<file path="src/rtl/err_stats_pkg.sv">
// err_stats_pkg
// Shared definitions for the err_stats_4x4 error-metric accumulator:
//   - state_t       : run-control FSM state encoding (IDLE, RUN, DONE)
//   - DEF_W         : default operand width
//   - DEF_N_SAMPLES : default number of samples per run
//   - cnt_width()   : bits needed to count 0..n inclusive
//   - sum_width()   : bits needed for the error-distance sum of n samples
package err_stats_pkg;

    localparam int DEF_W         = 4;
    localparam int DEF_N_SAMPLES = 256;

    typedef enum logic [1:0] {
        IDLE = 2'd0,
        RUN  = 2'd1,
        DONE = 2'd2
    } state_t;

    // A counter that must be able to hold the value n itself needs
    // clog2(n+1) bits, not clog2(n).
    function automatic int cnt_width(input int n);
        return $clog2(n + 1);
    endfunction

    // Each error distance fits in 2w bits; summing n of them adds at most
    // cnt_width(n) bits, so the sum can never wrap.
    function automatic int sum_width(input int w, input int n);
        return 2 * w + cnt_width(n);
    endfunction

endpackage

</file>
<file path="src/rtl/err_stats_4x4_err_dist.sv">
// err_dist
// Combinational error-distance kernel. It forms the exact product of the
// two operands and the absolute distance to the approximate product.
// Ports:
//   i_a, i_b : W-bit unsigned operands
//   i_y      : 2W-bit approximate product (unsigned)
//   o_exact  : 2W-bit exact product i_a*i_b
//   o_ed     : 2W-bit |o_exact - i_y|
//   o_err    : high when o_ed is nonzero
module err_dist
    import err_stats_pkg::*;
#(
    parameter int W = DEF_W
) (
    input  logic [W-1:0]   i_a,
    input  logic [W-1:0]   i_b,
    input  logic [2*W-1:0] i_y,
    output logic [2*W-1:0] o_exact,
    output logic [2*W-1:0] o_ed,
    output logic           o_err
);

    logic [2*W-1:0] w_exact;

    // Widen both operands before multiplying so the full product is kept.
    assign w_exact = (2*W)'(i_a) * (2*W)'(i_b);
    assign o_exact = w_exact;
    assign o_ed    = (w_exact >= i_y) ? (w_exact - i_y) : (i_y - w_exact);
    assign o_err   = (o_ed != '0);

endmodule

</file>
<file path="src/rtl/err_stats_4x4.sv">
// err_stats_4x4
// Run-based error-metric accumulator for an approximate WxW multiplier.
// After 'start' it accepts N_SAMPLES (a, b, y) samples and accumulates the
// error count, the sum of error distances and the maximum error distance.
// The results are then frozen in DONE until the next 'start'.
// Ports:
//   clk, rst     : clock, asynchronous active-high reset
//   start        : begin a new run (ignored while a run is in progress)
//   in_valid     : sample present on a/b/y
//   in_ready     : high while a run is in progress (depends on state only)
//   a, b, y      : operands and approximate product under test
//   busy, done   : run in progress / results valid and held
//   sample_count : samples accepted in the current or last run
//   err_count    : samples where y != a*b
//   ed_sum       : sum of |a*b - y|
//   ed_max       : max of |a*b - y|
// Optional feature, enabled by defining macro ERR_BIAS_EN:
//   bias_sum     : signed sum of (y - a*b)
//   ed_min_nz    : smallest nonzero error distance (all-ones if no error occurred)
module err_stats_4x4
    import err_stats_pkg::*;
#(
    parameter int  W         = DEF_W,
    parameter int  N_SAMPLES = DEF_N_SAMPLES,
    localparam int CW        = cnt_width(N_SAMPLES),
    localparam int SW        = sum_width(W, N_SAMPLES)
) (
    input  logic                 clk,
    input  logic                 rst,
    input  logic                 start,
    input  logic                 in_valid,
    output logic                 in_ready,
    input  logic [W-1:0]         a,
    input  logic [W-1:0]         b,
    input  logic [2*W-1:0]       y,
    output logic                 busy,
    output logic                 done,
    output logic [CW-1:0]        sample_count,
    output logic [CW-1:0]        err_count,
    output logic [SW-1:0]        ed_sum,
    output logic [2*W-1:0]       ed_max
`ifdef ERR_BIAS_EN
    ,
    output logic signed [SW:0]   bias_sum,
    output logic [2*W-1:0]       ed_min_nz
`endif
);

    state_t         r_state;
    logic [CW-1:0]  r_sample_count;
    logic [CW-1:0]  r_err_count;
    logic [SW-1:0]  r_ed_sum;
    logic [2*W-1:0] r_ed_max;

    logic [2*W-1:0] w_exact;
    logic [2*W-1:0] w_ed;
    logic           w_err;
    logic           w_run;
    logic           w_accept;
    logic           w_clear;
    logic           w_last;

    err_dist #(.W(W)) u_err_dist (
        .i_a     (a),
        .i_b     (b),
        .i_y     (y),
        .o_exact (w_exact),
        .o_ed    (w_ed),
        .o_err   (w_err)
    );

    assign w_run    = (r_state == RUN);
    assign w_accept = in_valid && w_run;
    // A start outside RUN (IDLE or DONE) opens a new run and clears stats
    // on the same edge.
    assign w_clear  = start && !w_run;
    // The count still holds N_SAMPLES-1 on the edge that accepts the last one.
    assign w_last   = w_accept && (r_sample_count == CW'(N_SAMPLES - 1));

    always_ff @(posedge clk or posedge rst) begin
        if (rst) begin
            r_state <= IDLE;
        end else begin
            case (r_state)
                IDLE, DONE: if (start)  r_state <= RUN;
                RUN:        if (w_last) r_state <= DONE;
                default:                r_state <= IDLE;
            endcase
        end
    end

    always_ff @(posedge clk or posedge rst) begin
        if (rst) begin
            r_sample_count <= '0;
            r_err_count    <= '0;
            r_ed_sum       <= '0;
            r_ed_max       <= '0;
        end else if (w_clear) begin
            r_sample_count <= '0;
            r_err_count    <= '0;
            r_ed_sum       <= '0;
            r_ed_max       <= '0;
        end else if (w_accept) begin
            r_sample_count <= r_sample_count + CW'(1);
            r_err_count    <= r_err_count + CW'(w_err);
            r_ed_sum       <= r_ed_sum + SW'(w_ed);
            if (w_ed > r_ed_max) begin
                r_ed_max <= w_ed;
            end
        end
    end

    assign in_ready     = w_run;
    assign busy         = w_run;
    assign done         = (r_state == DONE);
    assign sample_count = r_sample_count;
    assign err_count    = r_err_count;
    assign ed_sum       = r_ed_sum;
    assign ed_max       = r_ed_max;

`ifdef ERR_BIAS_EN
    logic signed [SW:0]    r_bias_sum;
    logic [2*W-1:0]        r_ed_min_nz;
    logic signed [2*W:0]   w_bias;

    // One extra bit so y - exact keeps its sign over the full unsigned range.
    assign w_bias = $signed({1'b0, y}) - $signed({1'b0, w_exact});

    always_ff @(posedge clk or posedge rst) begin
        if (rst) begin
            r_bias_sum  <= '0;
            r_ed_min_nz <= '1;
        end else if (w_clear) begin
            r_bias_sum  <= '0;
            r_ed_min_nz <= '1;
        end else if (w_accept) begin
            // Signed cast sign-extends the per-sample bias to the sum width.
            r_bias_sum <= r_bias_sum + (SW+1)'(w_bias);
            if (w_err && (w_ed < r_ed_min_nz)) begin
                r_ed_min_nz <= w_ed;
            end
        end
    end

    assign bias_sum  = r_bias_sum;
    assign ed_min_nz = r_ed_min_nz;
`endif

endmodule

</file>
<file path="config.mk">
export PLATFORM = sky130hd
export DESIGN_NAME = err_stats_4x4
export DESIGN_NICKNAME = d
export VERILOG_FILES = /design/src/rtl/err_stats_pkg.sv /design/src/rtl/err_stats_4x4_err_dist.sv /design/src/rtl/err_stats_4x4.sv
export SDC_FILE = /design/constraint.sdc
export NUM_CORES = 1
export LEC_CHECK = 0
export CAP_MARGIN = 10
export CELL_PAD_IN_SITES_DETAIL_PLACEMENT = 1
export CELL_PAD_IN_SITES_GLOBAL_PLACEMENT = 1
export CORE_MARGIN = 2
export CORE_UTILIZATION = 29
export CTS_CLUSTER_SIZE = 40
export DETAILED_ROUTE_END_ITERATION = 7
export GPL_TIMING_DRIVEN = 0
export HOLD_SLACK_MARGIN = 0.1
export PLACE_DENSITY = 0.7
export SYNTH_ARGS = -nofsm -noshare
export SYNTH_HDL_FRONTEND = slang
export SYNTH_SLANG_ARGS = --single-unit
</file>
<file path="constraint.sdc">
create_clock -name clk -period 3 [get_ports clk]
set_input_delay 0.6 -clock clk [delete_from_list [all_inputs] [get_ports clk]]
set_output_delay 0.6 -clock clk [all_outputs]
set_load 0.01 [all_outputs]
</file>
=== Yosys cells after proc, flatten, opt, wreduce, memory -nomap -nowiden ===
Index checks and enable logic that the tools add are counted.
Widths: inputs -> output; s select.

* Register bits after elaboration: 45
* Bits in latches: 0
* Bits in writable memories: 0
* Memory bits (read-only): 0
* Input port bits: 20
* Output and inout bits: 46
* Logic and storage cells: 42
* Memories: 0

* Add/subtract/negate cells: 5
* Multipliers: 1
* Div/mod/pow operators: 0
* Order comparisons: 2
* Eq/ne operators: 5
* Shift operators: 0
* Multiplexer cells: 13
* Bitwise operators: 0
* Reduce and logical (&&, ||, !) cells: 11

{| class="wikitable"
|+ Operators by type and width
! kind !! count
|-
| $mux 9 || 4
|-
| $mux 17 || 2
|-
| $mux 8 || 4
|-
| $add 17x8->17 || 1
|-
| $sub 8x8->8 || 2
|-
| $add 9x1->9 || 1
|-
| $add 9x1->9 const B || 1
|-
| $eq 9x8->1 const B || 1
|-
| $ge 8x8->1 || 1
|-
| $gt 8x8->1 || 1
|-
| $mul 4x4->8 || 1
|-
| $reduce_bool 8->1 || 1
|-
| $mux 2 || 2
|-
| $pmux 2 s2 || 1
|-
| $reduce_and 2->1 || 2
|-
| $reduce_bool 2->1 || 2
|-
| $logic_and 1x1->1 || 3
|-
| $eq 2x1->1 const B || 1
|-
| $eq 2x2->1 const B || 1
|-
| $logic_not 2->1 || 1
|-
| $ne 2x1->1 const B || 1
|-
| $ne 2x2->1 const B || 1
|-
| $reduce_or 2->1 || 1
|-
| $logic_not 1->1 || 1
|}

=== Depth between registers and ports, before layout ===
* Depth in word-level cells: 7
* Mapped depth: 25
* Gate-level depth less buffers: 24

=== Cells and area by module ===
From an unflattened synthesis, not the netlist that was laid out.

* Cell total of the unflattened synthesis: 450
* Area, all modules: 3923.8 um2

{| class="wikitable"
|+ Modules (own cells, without submodules)
! module !! times used !! cells an instance !! area an instance (um2) !! seq. area each (um2)
|-
| err_stats_4x4 || 1 || 274 || 2633.8 || 1126.1
|-
| err_dist || 1 || 176 || 1290.0 || 0.0
|}

=== Worst setup path after synthesis ===
No wires, ideal clock.

* Kind: input-to-reg
* Start point: input b[3]
* End point: register r_ed_sum[8] (netlist: ed_sum[8])
* Setup time: 0.110 ns
* Arrival: 5.573 ns
* Data required time: 2.890 ns
* Setup slack: -2.683 ns
* Stages: 22
* Cells stage by stage: nand2_1 > fa_1 > inv_1 > fa_1 > inv_1 > fa_1 > inv_1 > a21oi_1 > o21bai_1 > xor2_1 > ha_1 > and3_1 > o21ai_2 > and4_1 > nor2_1 > fa_1 > a21o_1 > a21o_1 > a21o_1 > a2111oi_4 > o311ai_0 > o41ai_1

* Longest elaborated chain between the ends: 6

{| class="wikitable"
|+ RTL lines
! item !! RTL line !! RTL
|-
| start, declared || err_stats_4x4.sv:34 || <nowiki>input logic [W-1:0] b,</nowiki>
|-
| $mul 4x4->8 (*) || err_stats_4x4_err_dist.sv:26 || <nowiki>assign w_exact = (2*W)'(i_a) * (2*W)'(i_b);</nowiki>
|-
| $sub 8x8->8 / $ge 8x8->1 (equally long branches) || err_stats_4x4_err_dist.sv:28 || <nowiki>assign o_ed = (w_exact >= i_y) ? (w_exact - i_y) : (i_y - w_exact);</nowiki>
|-
| $mux 8 (*) || err_stats_4x4_err_dist.sv:28 ||
|-
| $add 17x8->17 (*) || err_stats_4x4.sv:106 || <nowiki>r_ed_sum <= r_ed_sum + SW'(w_ed);</nowiki>
|-
| $mux 17 (*) || err_stats_4x4.sv:103 || <nowiki>end else if (w_accept) begin</nowiki>
|-
| $mux 17 (*) || err_stats_4x4.sv:98 || <nowiki>end else if (w_clear) begin</nowiki>
|-
| end signal, assigned || err_stats_4x4.sv:106 ||
|-
| end, declared || err_stats_4x4.sv:52 || <nowiki>logic [SW-1:0] r_ed_sum;</nowiki>
|}

Mark *: on every way between the ends. The rest lies on a longest branch, timed or not. The select of a mux whose other input is x is not followed.
A chain may end at the register's enable or synchronous reset.

=== Worst setup path in the final report ===
* Start point: input b[3]
* End point: register r_ed_sum[9] (netlist: ed_sum[9])

The elaborated chain is that of the path after synthesis.

==> key figures <==
Setup path
  – Arrival time worst endpoint: 5.68 ns
  – Kind of critical path: in2reg
  – CP max stage cell: fa_1
  – Worst path buffer plus inverter count: 6
  – Crit path launch type: input pin
  – Crit. End Element: flip-flop
  – Worst path top cell family by delay: compound AO/OA/AOI/OAI gates
  – Peak fanout along the critical path: 5
  – Worst path max stage delay: 0.55 ns
  – Worst path most repeated cell: buf_6
  – CP required: 3.18 ns

Placed design
  – Post-DP HPWL: 8.96 mm
  – Post-DP Area: 4910 um2
  – Routability-driven placement congestion ratio: 0.795
  – Pre-CTS setup slack: -3.71 ns
  – IO buf count: 65

Power and ir drop
  – Leakage: 2.60 nW
  – VDD IR max: 0.374 mV
  – Power per standard cell area: 1000 nW/um2

Die
  – Total core area: 13100 um2
  – Chip Height: 120 um
  – Die Area: 14300 um2
  – Initial Util: 29.6%
  – Chip width: 120 um
  – Rows: 42
  – IO Count: 66

Synthesis
  – Synth unique cells: 62
  – Simple-gate share of the synthesized area: 19.2%
  – Dominant synthesized flop cell: dfrtp_1
  – Mapped Area: 3880 um2
  – Adder-cell area share of the yosys netlist: 19.4%
  – #FFs+latches synth: 45
  – Multiplexer share of the synthesized area: 1.64%
  – Synth Area in Compound Gates: 20.2%
  – Post-synth EDFFs: 0
  – Yosys warns: 0
  – Synth async-reset ratio: 100%
  – Largest family of logic cells by synthesized area: compound AO/OA/AOI/OAI gates
  – Xor-xnor portion of the synthesized cell area: 4.74%
  – Register area share after synthesis: 29.0%
  – Syn Area/Cell: 8.95 um2
  – Cell count after synthesis: 434
  – Post-synthesis net count: 510

Finish
  – Syn-to-layout area delta: 54.1%
  – Final instance area: 5980 um2
  – Final-stage net count: 630
  – Layout cells sized above 1: 30.9%
  – # diodes: 0

Clocking
  – CTS tree: done
  – Reg clk slew, reported paths: 0.06 ns
  – Root Buffer Master: clkbuf_16
  – Cts bufs inserted: 5
  – H-tree level count: 2
  – Clock sink total: 45
  – Hold_buf cts: 0
  – Worst-skew pair later-pin latency: 0.29 ns
  – Clock Tree Buf Depth: 2

GRT
  – Wire length of the first global-routing pass: 20.0 mm
  – GR Util All Layers: 17.2%
  – Vias in the first global route: 4092
  – Grt ovf: 0
  – Largest net degree at the start of global routing: 41
  – Initial antenna violation count: 0

STA
  – Final WS setup: -2.50 ns
  – Final setup TNS: -76.32 ns
  – Tmin final: 5.50 ns
  – Final hold vios: 0
  – Fin. max-slew vios: 0
  – RSZ-0062 raised after global routing: true
  – Least-Margin Pin Slew: 0.838 ns
  – Setup violations, final: 33
  – Worst slew margin: 44.2%
  – Maximum operating frequency: 182 MHz
  – Fin crit share: 183%
  – Clk_skew: 0.00447 ns

Job
  – Max-cap viol count: 0

Min path
  – Worst min path class: in2async

Drt
  – Post-route ant nets: 0
  – Vias/cell: 5.25
  – Post-route DRC: 0
  – First-pass DRT Iterations: 4
  – Vias: 3833
  – WL/cell: 18.0 um
  – DRT Wirelength: 13.1 mm
  – Drt first-iter violations: 233

Status
  – Status: finished with violations
  – Failing checks: negative setup slack
[report_power, final]
part           total, mW  switching (mW)  leakage [nW]  internal [mW]
Clock              0.562           0.235        0.0700          0.328
Sequential          1.01           0.227         0.585          0.782
Combinational       4.43            2.22          1.94           2.21
[kinds of logic after synthesis]
| group | Yosys count |
|---|---|
| muxes | 6 |
| buffers and inverters | 56 |
| DFF | 45 |
| AOI/OAI and AO/OA | 111 |
| adders and majority gates | 56 |
| and+or+nand+nor | 139 |
| xor gates and xnor gates | 21 |
[state kept, by name, summed over array words and instances (netlist names)]
register and flops:
ed_sum 17, err_count 9, sample_count 9, ed_max 8, r_state 2
[layer usage]
metal	GRT usage, %	vias to the layer above	part of all wire [%]
met1	19.7	1911	39
met3	2.47	20	4.3
met4	5.51	0	2.0
li1	-	1789	-
met2	32.5	113	55
met5	0	-	0
[what timing repair did]
item,in CTS,in global routing
gates resized for setup,97,49
endpoints found under the setup margin,33,33
pin swaps,51,33
buffers inserted,33,21
cloned,1,0
[cells in the final DEF (no fill, tap or decap), drive strengths merged, types with 17 or more instances in the layout]
| cell | instances |
|---|---|
| nor2 | 22 |
| inv | 42 |
| clkdlybuf4s50 | 58 |
| and2 | 17 |
| nand2 | 35 |
| ha | 49 |
| buf | 62 |
| o21ai | 23 |
| a21oi | 28 |
| dfrtp | 45 |
[synthesized netlist by cell type (all sizes together), types with 11 or more instances]
| cell type | instances | area (um2) |
|---|---|---|
| nor2 | 22 | 82.6 |
| ha | 49 | 613 |
| a21oi | 28 | 144 |
| inv | 42 | 158 |
| o21ai | 23 | 119 |
| nor3 | 11 | 66.3 |
| and2 | 17 | 106 |
| dfrtp | 45 | 1130 |
| xor2 | 12 | 105 |
| a211oi | 14 | 115 |
| nand4 | 12 | 75.1 |
| nand2 | 35 | 131 |
[worst paths after layout]
check / start / to / slack (ns) / cells after the start
setup reg to reg: ed_sum[0] / ed_sum[8] / 0.45 / 9
min in group clk: r_state[0] / r_state[0] / 0.53 / 1
hold reg to reg: r_state[0] / r_state[0] / 0.53 / 1
max in group asynchronous: rst / ed_sum[12] / 2.03 / 3
hold / removal: rst / sample_count[7] / 0.52 / 2
setup / recovery: b[3] / ed_sum[9] / -2.50 / 27
[worst register-to-register path: stages, from the launching register on]
cell and delay (ns):
dfrtp_1 0.43, ha_1 0.28, fa_2 0.38, a21o_1 0.19, a21o_1 0.16, a21o_1 0.20, a2111oi_4 0.38, buf_4 0.22
o311ai_1 0.11, o41ai_1 0.09
[cell type report]
cell class / count / area, um2
Fill cell: 1453 / 7150
Multi-Input combinational cell: 333 / 3170
Sequential cell: 45 / 1130
Timing Repair Buffer: 114 / 1100
Tap cell: 176 / 220
Inverter: 42 / 158
Clock buffer: 7 / 143
Buffer: 13 / 68.8
[per-stage QoR]
step / std cells / power, mW / utilization (%) / hold WS, ns
2_1_floorplan: 434 / 2.93 / - / 0.464
3_3_place_gp: 675 / 3.75 / 37.2 / 0.484
3_5_place_dp: 676 / 3.87 / 37.4 / 0.507
4_1_cts: 711 / 5.35 / 42.5 / 0.517
5_1_grt: 730 / 6.40 / 45.5 / 0.543
6_report: 730 / 6.00 / 45.5 / 0.522
Note: power is estimated with default switching activity, not from simulation.
